### src/rtl/if_stage_fetch.sv
// if_stage_fetch: instruction-fetch stage plus IF/ID pipeline register.
// Keeps the PC and issues at most one word fetch at a time to instruction
// memory. Fetched instructions go to decode through the IF/ID register.
// Redirects from EX and stalls from the hazard unit act on both the fetch
// FSM and IF/ID. Redirect always takes priority over stall.
// Optional build macro FETCH_PERF_EN adds free-running performance counters.
module if_stage_fetch #(
    parameter logic [31:0] RESET_PC  = 32'h0000_0000,
    parameter logic [31:0] NOP_INSTR = 32'h0000_0013
) (
    input  logic        clk,
    input  logic        rst_n,
    input  logic        stall,
    input  logic        redirect,
    input  logic [31:0] redirect_pc,
    output logic        imem_req_valid,
    input  logic        imem_req_ready,
    output logic [31:0] imem_req_addr,
    input  logic        imem_rsp_valid,
    input  logic [31:0] imem_rsp_data,
    output logic        if_id_valid,
    output logic [31:0] if_id_pc,
    output logic [31:0] if_id_pc_plus4,
    output logic [31:0] if_id_instr
`ifdef FETCH_PERF_EN
    ,
    output logic [31:0] perf_fetch_cnt,
    output logic [31:0] perf_redirect_cnt,
    output logic [31:0] perf_bubble_cnt
`endif
);

    // REQ: request on the bus; WAIT: awaiting the response;
    // HOLD: response parked while decode is stalled; DROP: awaiting a stale response
    typedef enum logic [1:0] {
        ST_REQ  = 2'd0,
        ST_WAIT = 2'd1,
        ST_HOLD = 2'd2,
        ST_DROP = 2'd3
    } state_e;

    state_e      state_q, state_d;
    logic [31:0] pc_q, pc_d;
    logic [31:0] hold_instr_q;
    logic        if_id_valid_q;
    logic [31:0] if_id_pc_q;
    logic [31:0] if_id_pc_plus4_q;
    logic [31:0] if_id_instr_q;

    logic        handshake;
    logic        deliver;
    logic        capture;
    logic [31:0] deliver_instr;
    logic [31:0] redirect_target;
    logic [31:0] pc_plus4;

    // The low two bits of the target are meaningless for word fetches
    assign redirect_target = redirect_pc & 32'hFFFF_FFFC;
    assign pc_plus4        = pc_q + 32'd4;

    // State register for the fetch FSM
    always_ff @(posedge clk or negedge rst_n) begin
        if (!rst_n) begin
            state_q <= ST_REQ;
        end else begin
            state_q <= state_d;
        end
    end

    // Next-state and next-PC selection; redirect overrides everything else
    always_comb begin
        state_d = state_q;
        pc_d    = pc_q;
        case (state_q)
            ST_REQ: begin
                if (handshake) begin
                    state_d = redirect ? ST_DROP : ST_WAIT;
                end
            end
            ST_WAIT: begin
                if (redirect) begin
                    state_d = imem_rsp_valid ? ST_REQ : ST_DROP;
                end else if (imem_rsp_valid) begin
                    state_d = stall ? ST_HOLD : ST_REQ;
                end
            end
            ST_HOLD: begin
                if (redirect || !stall) begin
                    state_d = ST_REQ;
                end
            end
            ST_DROP: begin
                if (imem_rsp_valid) begin
                    state_d = ST_REQ;
                end
            end
            default: state_d = ST_REQ;
        endcase
        if (redirect) begin
            pc_d = redirect_target;
        end else if (deliver) begin
            pc_d = pc_plus4;
        end
    end

    // FSM outputs: bus request plus the IF/ID load and buffer capture strobes
    always_comb begin
        imem_req_valid = rst_n && (state_q == ST_REQ);
        imem_req_addr  = pc_q & 32'hFFFF_FFFC;
        handshake      = imem_req_valid && imem_req_ready;
        deliver        = 1'b0;
        capture        = 1'b0;
        deliver_instr  = imem_rsp_data;
        if (state_q == ST_HOLD) begin
            deliver_instr = hold_instr_q;
            deliver       = !redirect && !stall;
        end else if (state_q == ST_WAIT && imem_rsp_valid && !redirect) begin
            deliver = !stall;
            capture = stall;
        end
    end

    // Program counter register
    always_ff @(posedge clk or negedge rst_n) begin
        if (!rst_n) begin
            pc_q <= RESET_PC;
        end else begin
            pc_q <= pc_d;
        end
    end

    // Holding buffer for a response that arrived while decode was stalled
    always_ff @(posedge clk or negedge rst_n) begin
        if (!rst_n) begin
            hold_instr_q <= NOP_INSTR;
        end else if (capture) begin
            hold_instr_q <= imem_rsp_data;
        end
    end

    // IF/ID register: flush on redirect, hold on stall, else load or bubble
    always_ff @(posedge clk or negedge rst_n) begin
        if (!rst_n) begin
            if_id_valid_q    <= 1'b0;
            if_id_pc_q       <= 32'h0000_0000;
            if_id_pc_plus4_q <= 32'h0000_0004;
            if_id_instr_q    <= NOP_INSTR;
        end else if (redirect) begin
            if_id_valid_q <= 1'b0;
            if_id_instr_q <= NOP_INSTR;
        end else if (!stall) begin
            if (deliver) begin
                if_id_valid_q    <= 1'b1;
                if_id_pc_q       <= pc_q;
                if_id_pc_plus4_q <= pc_plus4;
                if_id_instr_q    <= deliver_instr;
            end else begin
                if_id_valid_q <= 1'b0;
                if_id_instr_q <= NOP_INSTR;
            end
        end
    end

    assign if_id_valid    = if_id_valid_q;
    assign if_id_pc       = if_id_pc_q;
    assign if_id_pc_plus4 = if_id_pc_plus4_q;
    assign if_id_instr    = if_id_instr_q;

`ifdef FETCH_PERF_EN
    logic [31:0] perf_fetch_q;
    logic [31:0] perf_redirect_q;
    logic [31:0] perf_bubble_q;

    // Performance counters: valid loads, redirect cycles, unstalled bubble cycles
    always_ff @(posedge clk or negedge rst_n) begin
        if (!rst_n) begin
            perf_fetch_q    <= 32'd0;
            perf_redirect_q <= 32'd0;
            perf_bubble_q   <= 32'd0;
        end else begin
            if (deliver) begin
                perf_fetch_q <= perf_fetch_q + 32'd1;
            end
            if (redirect) begin
                perf_redirect_q <= perf_redirect_q + 32'd1;
            end
            if (!if_id_valid_q && !stall) begin
                perf_bubble_q <= perf_bubble_q + 32'd1;
            end
        end
    end

    assign perf_fetch_cnt    = perf_fetch_q;
    assign perf_redirect_cnt = perf_redirect_q;
    assign perf_bubble_cnt   = perf_bubble_q;
`endif

endmodule

### config.mk
export PLATFORM = sky130hd
export DESIGN_NAME = if_stage_fetch
export DESIGN_NICKNAME = d
export VERILOG_FILES = /design/src/rtl/if_stage_fetch.sv
export SDC_FILE = /design/constraint.sdc
export NUM_CORES = 1
export LEC_CHECK = 0
export CORE_MARGIN = 2
export CORE_UTILIZATION = 52
export DETAILED_ROUTE_END_ITERATION = 10
export PLACE_DENSITY = 0.91
export SLEW_MARGIN = 20
export SYNTH_ARGS = -nofsm -noshare
export SYNTH_HDL_FRONTEND = slang
export SYNTH_SLANG_ARGS = --single-unit
### constraint.sdc
create_clock -name clk -period 5.6 [get_ports clk]
set_input_delay 0.56 -clock clk [delete_from_list [all_inputs] [get_ports clk]]
set_output_delay 0.56 -clock clk [all_outputs]
set_load 0.1 [all_outputs]
# == Word-level counts from Yosys, hierarchy flattened ==
# Index checks and enable logic that the tools add are counted.
# totals
output_inout_bits,130
ram_bits,0
elab_cells,52
in_bits,70
latchBits,0
reg_bits,163
rom_bits,0
memories,0
# classes
multipliers,0
n_reduce_logical,12
eq_ne,8
shifts,0
n_div,0
order_cmp,0
muxes,22
add_sub_neg,1
n_bitwise,2
# ops
op,n
32-bit two-way mux,6
"32-bit by 3-bit adder with 32-bit output, second input constant",1
2-bit two-way mux,8
2-bit one-hot mux with 4 select lines,1
1-bit two-way mux,7
"2-bit inequality test, second input constant",3
1-bit logical AND,5
"2-bit == test, second input constant",2
4-bit AND reduction,1
"3-bit inequality test, second input constant",1
3-bit AND reduction,1
"2-bit by 1-bit == test with 1-bit output, second input constant",1
1-bit zero test,2
2-bit zero test,1
"2-bit by 1-bit inequality test with 1-bit output, second input constant",1
1-bit inverter,2
2-bit nonzero test,1
1-bit logical OR,1

# == Logic depth before layout (Yosys ltp) ==
# depth
depth_word,8
depth_mapped,7
ltp_nobuf,6

# == Worst setup path before layout ==
# OpenSTA, ideal clock, no wires.
# synth_path
path_kind,input port to output port
from,input rst_n
to,output imem_req_valid
cell_stages,1
slack_ns,2.247
t_required_ns,5.040
path_buffers,0
arrival_ns,2.793
path_cell_list,nor3b_1
# synth_via
elab_chain_cells,1
# synth_lines
item,line,text
from (decl),12,"input logic rst_n,"
1-bit logical AND,108,imem_req_valid = rst_n && (state_q == ST_REQ);
to (decl),16,"output logic imem_req_valid,"
# No other way between the ends.

# == Final worst setup path ==
# Same ends and word-level chain as after synthesis.

==> out/results.md <==
| Result | Value | Unit |
|---|---|---|
| Worst Clk Skew | 0.00843 | ns |
| Flip-flop cell with the highest count after synthesis | sky130_fd_sc_hd__dfrtp_1 | - |
| Leakage power | 4.14 | nW |
| Hpwl dp | 12.9 | mm |
| Maximum number of pins on one net before global-route repair | 81 | - |
| Arrival time of data at the critical path endpoint | 2.62 | ns |
| Type of element capturing the critical path | primary output | - |
| Fraction of synthesized area in multiplexers | 9.16 | % |
| Clk pin slew, worst setup/hold paths | 0.06 | ns |
| Die span in y | 123 | um |
| Adder and majority cell fraction of the synthesized area | 0.171 | % |
| Xor and xnor area share after synthesis | 6.80 | % |
| Slowest CP cell | sky130_fd_sc_hd__clkdlybuf4s50_1 | - |
| DRC violation count after routing | 0 | - |
| Starting utilization of the core area | 53.1 | % |
| Bufs on Longest Clock Path | 2 | - |
| Clock network latency to the later pin of the worst-skew pair | 0.42 | ns |
| Clock sink count | 157 | - |
| Cell area after layout | 9950 | um2 |
| H-tree levels | 4 | - |
| Largest delay share family, worst path | buffers and inverters | - |
| Number of hold-repair buffers added at the cts stage | 0 | - |
| Delay of the slowest critical-path stage | 1.19 | ns |
| First-pass GRT wire length | 30.5 | mm |
| Area share of the leading cell type in the synthesized netlist | 51.2 | % |
| Min Tclk post-route | 3.18 | ns |
| Count of maximum capacitance violations | 0 | - |
| Least-Margin Pin Slew | 1.06 | ns |
| Number of synthesized flops with an enable pin | 0 | - |
| Classification of the worst setup path | primary input to primary output | - |
| Pwr Total | 5.88 | mW |
| Cell type with the largest total area after synthesis | sky130_fd_sc_hd__dfrtp_1 | - |
| Count of cells resized by post-cts repair | 0 | - |
| Vias in the first global route | 5868 | - |
| Initial antenna violation count | 0 | - |
| Remaining Overflow, GRT | 0 | - |
| RePlAce Congestion | 0.819 | - |
| Die area | 15100 | um2 |
| Post-Place Setup Slack | 2.38 | ns |
| Net total in the final layout | 962 | - |
| Ranking of synthesized cells by area | sky130_fd_sc_hd__dfrtp_1, sky130_fd_sc_hd__nand2_1, sky130_fd_sc_hd__xnor2_1 | - |
| Syn_area_per_cell | 10.1 | um2 |
| Total of fill cells in the finished design | 970 | - |
| Portion of the post-synthesis area used by sequential elements | 53.7 | % |
| Detailed router's first-iteration violation count | 521 | - |
| TritonCTS clock tree | built | - |
| Number of buffers created by CTS | 17 | - |
| Largest family of logic cells by synthesized area | simple AND/OR/NAND/NOR gates | - |
| Power density cells | 591 | nW/um2 |
| Yosys warns | 0 | - |
| Num rows | 43 | - |
| Startpoint Class | primary input | - |
| Max Clk Rate | 314 | MHz |
| Area of the placeable core | 13800 | um2 |
| Number of unique standard cell types used by synthesis | 42 | - |
| Crit share post-route | 56.8 | % |
| Worst path required time | 5.04 | ns |
| Final hold viol count | 0 | - |
| Average wire per cell in the routed design | 17.8 | um |
| Critical path, cell by cell | buf_6 > nor3b_1 > clkdlybuf4s50_1 | - |
| Worst VDD drop | 0.493 | mV |
| Compound-gate portion of the synthesized area | 7.08 | % |
| Dpl cells | 1052 | - |
| Post-synthesis share of cell area spent on and, or, nand and nor gates | 18.9 | % |
| Proportion of synthesized flip-flops having asynchronous set or reset | 100 | % |
| Maximum fanout count along the critical path | 79 | - |
| P&R area growth vs syn | 35.7 | % |
| Synthesized netlist cell count | 724 | - |
| Most Used Layer, Global Route | met2 | - |
| Root buf cell | sky130_fd_sc_hd__clkbuf_16 | - |
| Top-level port count | 200 | - |
| List of most frequent post-synthesis cells | sky130_fd_sc_hd__nand2_1, sky130_fd_sc_hd__dfrtp_1, sky130_fd_sc_hd__o21ai_0 | - |
| Remaining antenna violation count | 0 | - |
| Routing usage on met2 | 42.9 | % |
| WP buf/inv | 2 | - |
| Fraction of layout instances using a drive strength above 1 | 12.5 | % |
| Most used standard cell by instance count after synthesis | sky130_fd_sc_hd__nand2_1 | - |
| GR Layer Usage met3 | 5.53 | % |
| Headroom to the max-slew limit | 28.8 | % |
| Quantity of I/O buffers inserted on ports | 191 | - |
| Run status | finished, final reports clean | - |
| Via density | 5.46 | - |
| FF+latch count, synth | 157 | - |
| Finish-stage setup viols | 0 | - |
| Overall die width | 123 | um |
| Instance area at placement | 9330 | um2 |
| Met1 Usage GRT | 34.0 | % |
| GRT Total Usage | 26.4 | % |
| Routed wire length | 19.3 | mm |
| Pins Over Slew Limit | 0 | - |
| Pre-antenna DRT Iters | 5 | - |
| Type of the most critical hold path | primary input to asynchronous set/reset pin | - |
| Post-Layout Cell Count | 1084 | - |
| Setup TNS | 0 | ns |
| RSZ-0062 raised after global routing | false | - |
| Total via count after detailed routing | 5924 | - |
| Number of antenna cells inserted | 0 | - |
| Post CTS Setup Buffer Count | 0 | - |
| Summed instance area of the synthesized netlist | 7340 | um2 |
| Setup slack of the critical path after layout | 2.42 | ns |
kinds of logic (layout without fill, tap and decap cells):
family                     after synthesis  in the layout
xor gates and xnor gates                57             57
DFF                                    157            157
AOI/OAI and AO/OA                      101            101
and+or+nand+nor                        281            281
buffers and inverters                   63            238
other                                    1              6
muxes                                   63             63
adders and majority gates                1              1
per-layer routing:
metal | part of all wire [%] | wire [um]
met1 | 41 | 7820
met3 | 5.9 | 1140
met4 | 3.5 | 675
met2 | 50 | 9670
met5 | 0 | 0
power by group:
group | switching (mW) | leakage [nW] | internal, mW
Clock | 0.458 | 0.298 | 0.747
Combinational | 2.28 | 1.86 | 0.680
Sequential | 0.228 | 1.98 | 1.49
layout by cell type, fill, tap and decap left out, types with 3 or more instances in the layout:
cell type	instances
sky130_fd_sc_hd__a21oi_1	4
sky130_fd_sc_hd__a31oi_1	3
sky130_fd_sc_hd__and2_1	3
sky130_fd_sc_hd__and3_1	4
sky130_fd_sc_hd__buf_4	6
sky130_fd_sc_hd__bufinv_16	3
sky130_fd_sc_hd__clkbuf_16	17
sky130_fd_sc_hd__clkbuf_8	4
sky130_fd_sc_hd__clkdlybuf4s50_1	189
sky130_fd_sc_hd__clkinv_2	3
sky130_fd_sc_hd__clkinvlp_4	3
sky130_fd_sc_hd__conb_1	6
sky130_fd_sc_hd__dfrtp_1	150
sky130_fd_sc_hd__dfstp_2	7
sky130_fd_sc_hd__inv_1	6
sky130_fd_sc_hd__mux2_2	33
sky130_fd_sc_hd__mux2i_1	30
sky130_fd_sc_hd__nand2_1	187
sky130_fd_sc_hd__nand3_1	11
sky130_fd_sc_hd__nand4_1	11
sky130_fd_sc_hd__nor2_1	16
sky130_fd_sc_hd__nor3_1	9
sky130_fd_sc_hd__nor3_2	9
sky130_fd_sc_hd__nor4_2	9
sky130_fd_sc_hd__o21ai_0	68
sky130_fd_sc_hd__o21ai_1	23
sky130_fd_sc_hd__xnor2_1	45
sky130_fd_sc_hd__xor2_1	12
final timing paths:
check | from | to | cells after the start | slack, ns
min reg2reg | if_id_pc[30]$_DFFE_PN0P_ | if_id_pc[30]$_DFFE_PN0P_ | 2 | 0.48
min in group clk | if_id_pc[30]$_DFFE_PN0P_ | if_id_pc[30]$_DFFE_PN0P_ | 2 | 0.48
max in group asynchronous | rst_n | if_id_pc_plus4[19]$_DFFE_PN0P_ | 2 | 4.24
max reg2reg | state_q[1]$_DFFE_PN0P_ | if_id_pc[9]$_DFFE_PN0P_ | 7 | 3.24
min | rst_n | if_id_instr[25]$_DFFE_PN0P_ | 1 | 0.17
max | rst_n | imem_req_valid | 3 | 2.42
cell type report:
type,count,area [um2],share of cell area [%]
Clock inverter,10,136,1.37
Multi-Input combinational cell,509,3140,31.5
Sequential cell,157,3940,39.6
Clock buffer,22,484,4.86
Inverter,6,22.5,0.226
Timing Repair Buffer,200,2010,20.2
Tap cell,180,225,2.26
sequential cells by signal, indices dropped and copies added, names as in the netlist:
| name | cells |
|---|---|
| hold_instr_q | 32 |
| if_id_instr | 32 |
| if_id_pc | 30 |
| if_id_pc_plus4 | 30 |
| if_id_valid | 1 |
| pc_q | 30 |
| state_q | 2 |
stage by stage:
| stage | hold WS (ns) | utilization, % |
|---|---|---|
| floorplan | 0.264 | - |
| global placement | 0.458 | 67.1 |
| detailed placement | 0.466 | 67.5 |
| CTS | 0.181 | 72.0 |
| global route | 0.224 | 72.0 |
| finish | 0.167 | 72.0 |
No activity file was read; power rests on OpenSTA's default activity.
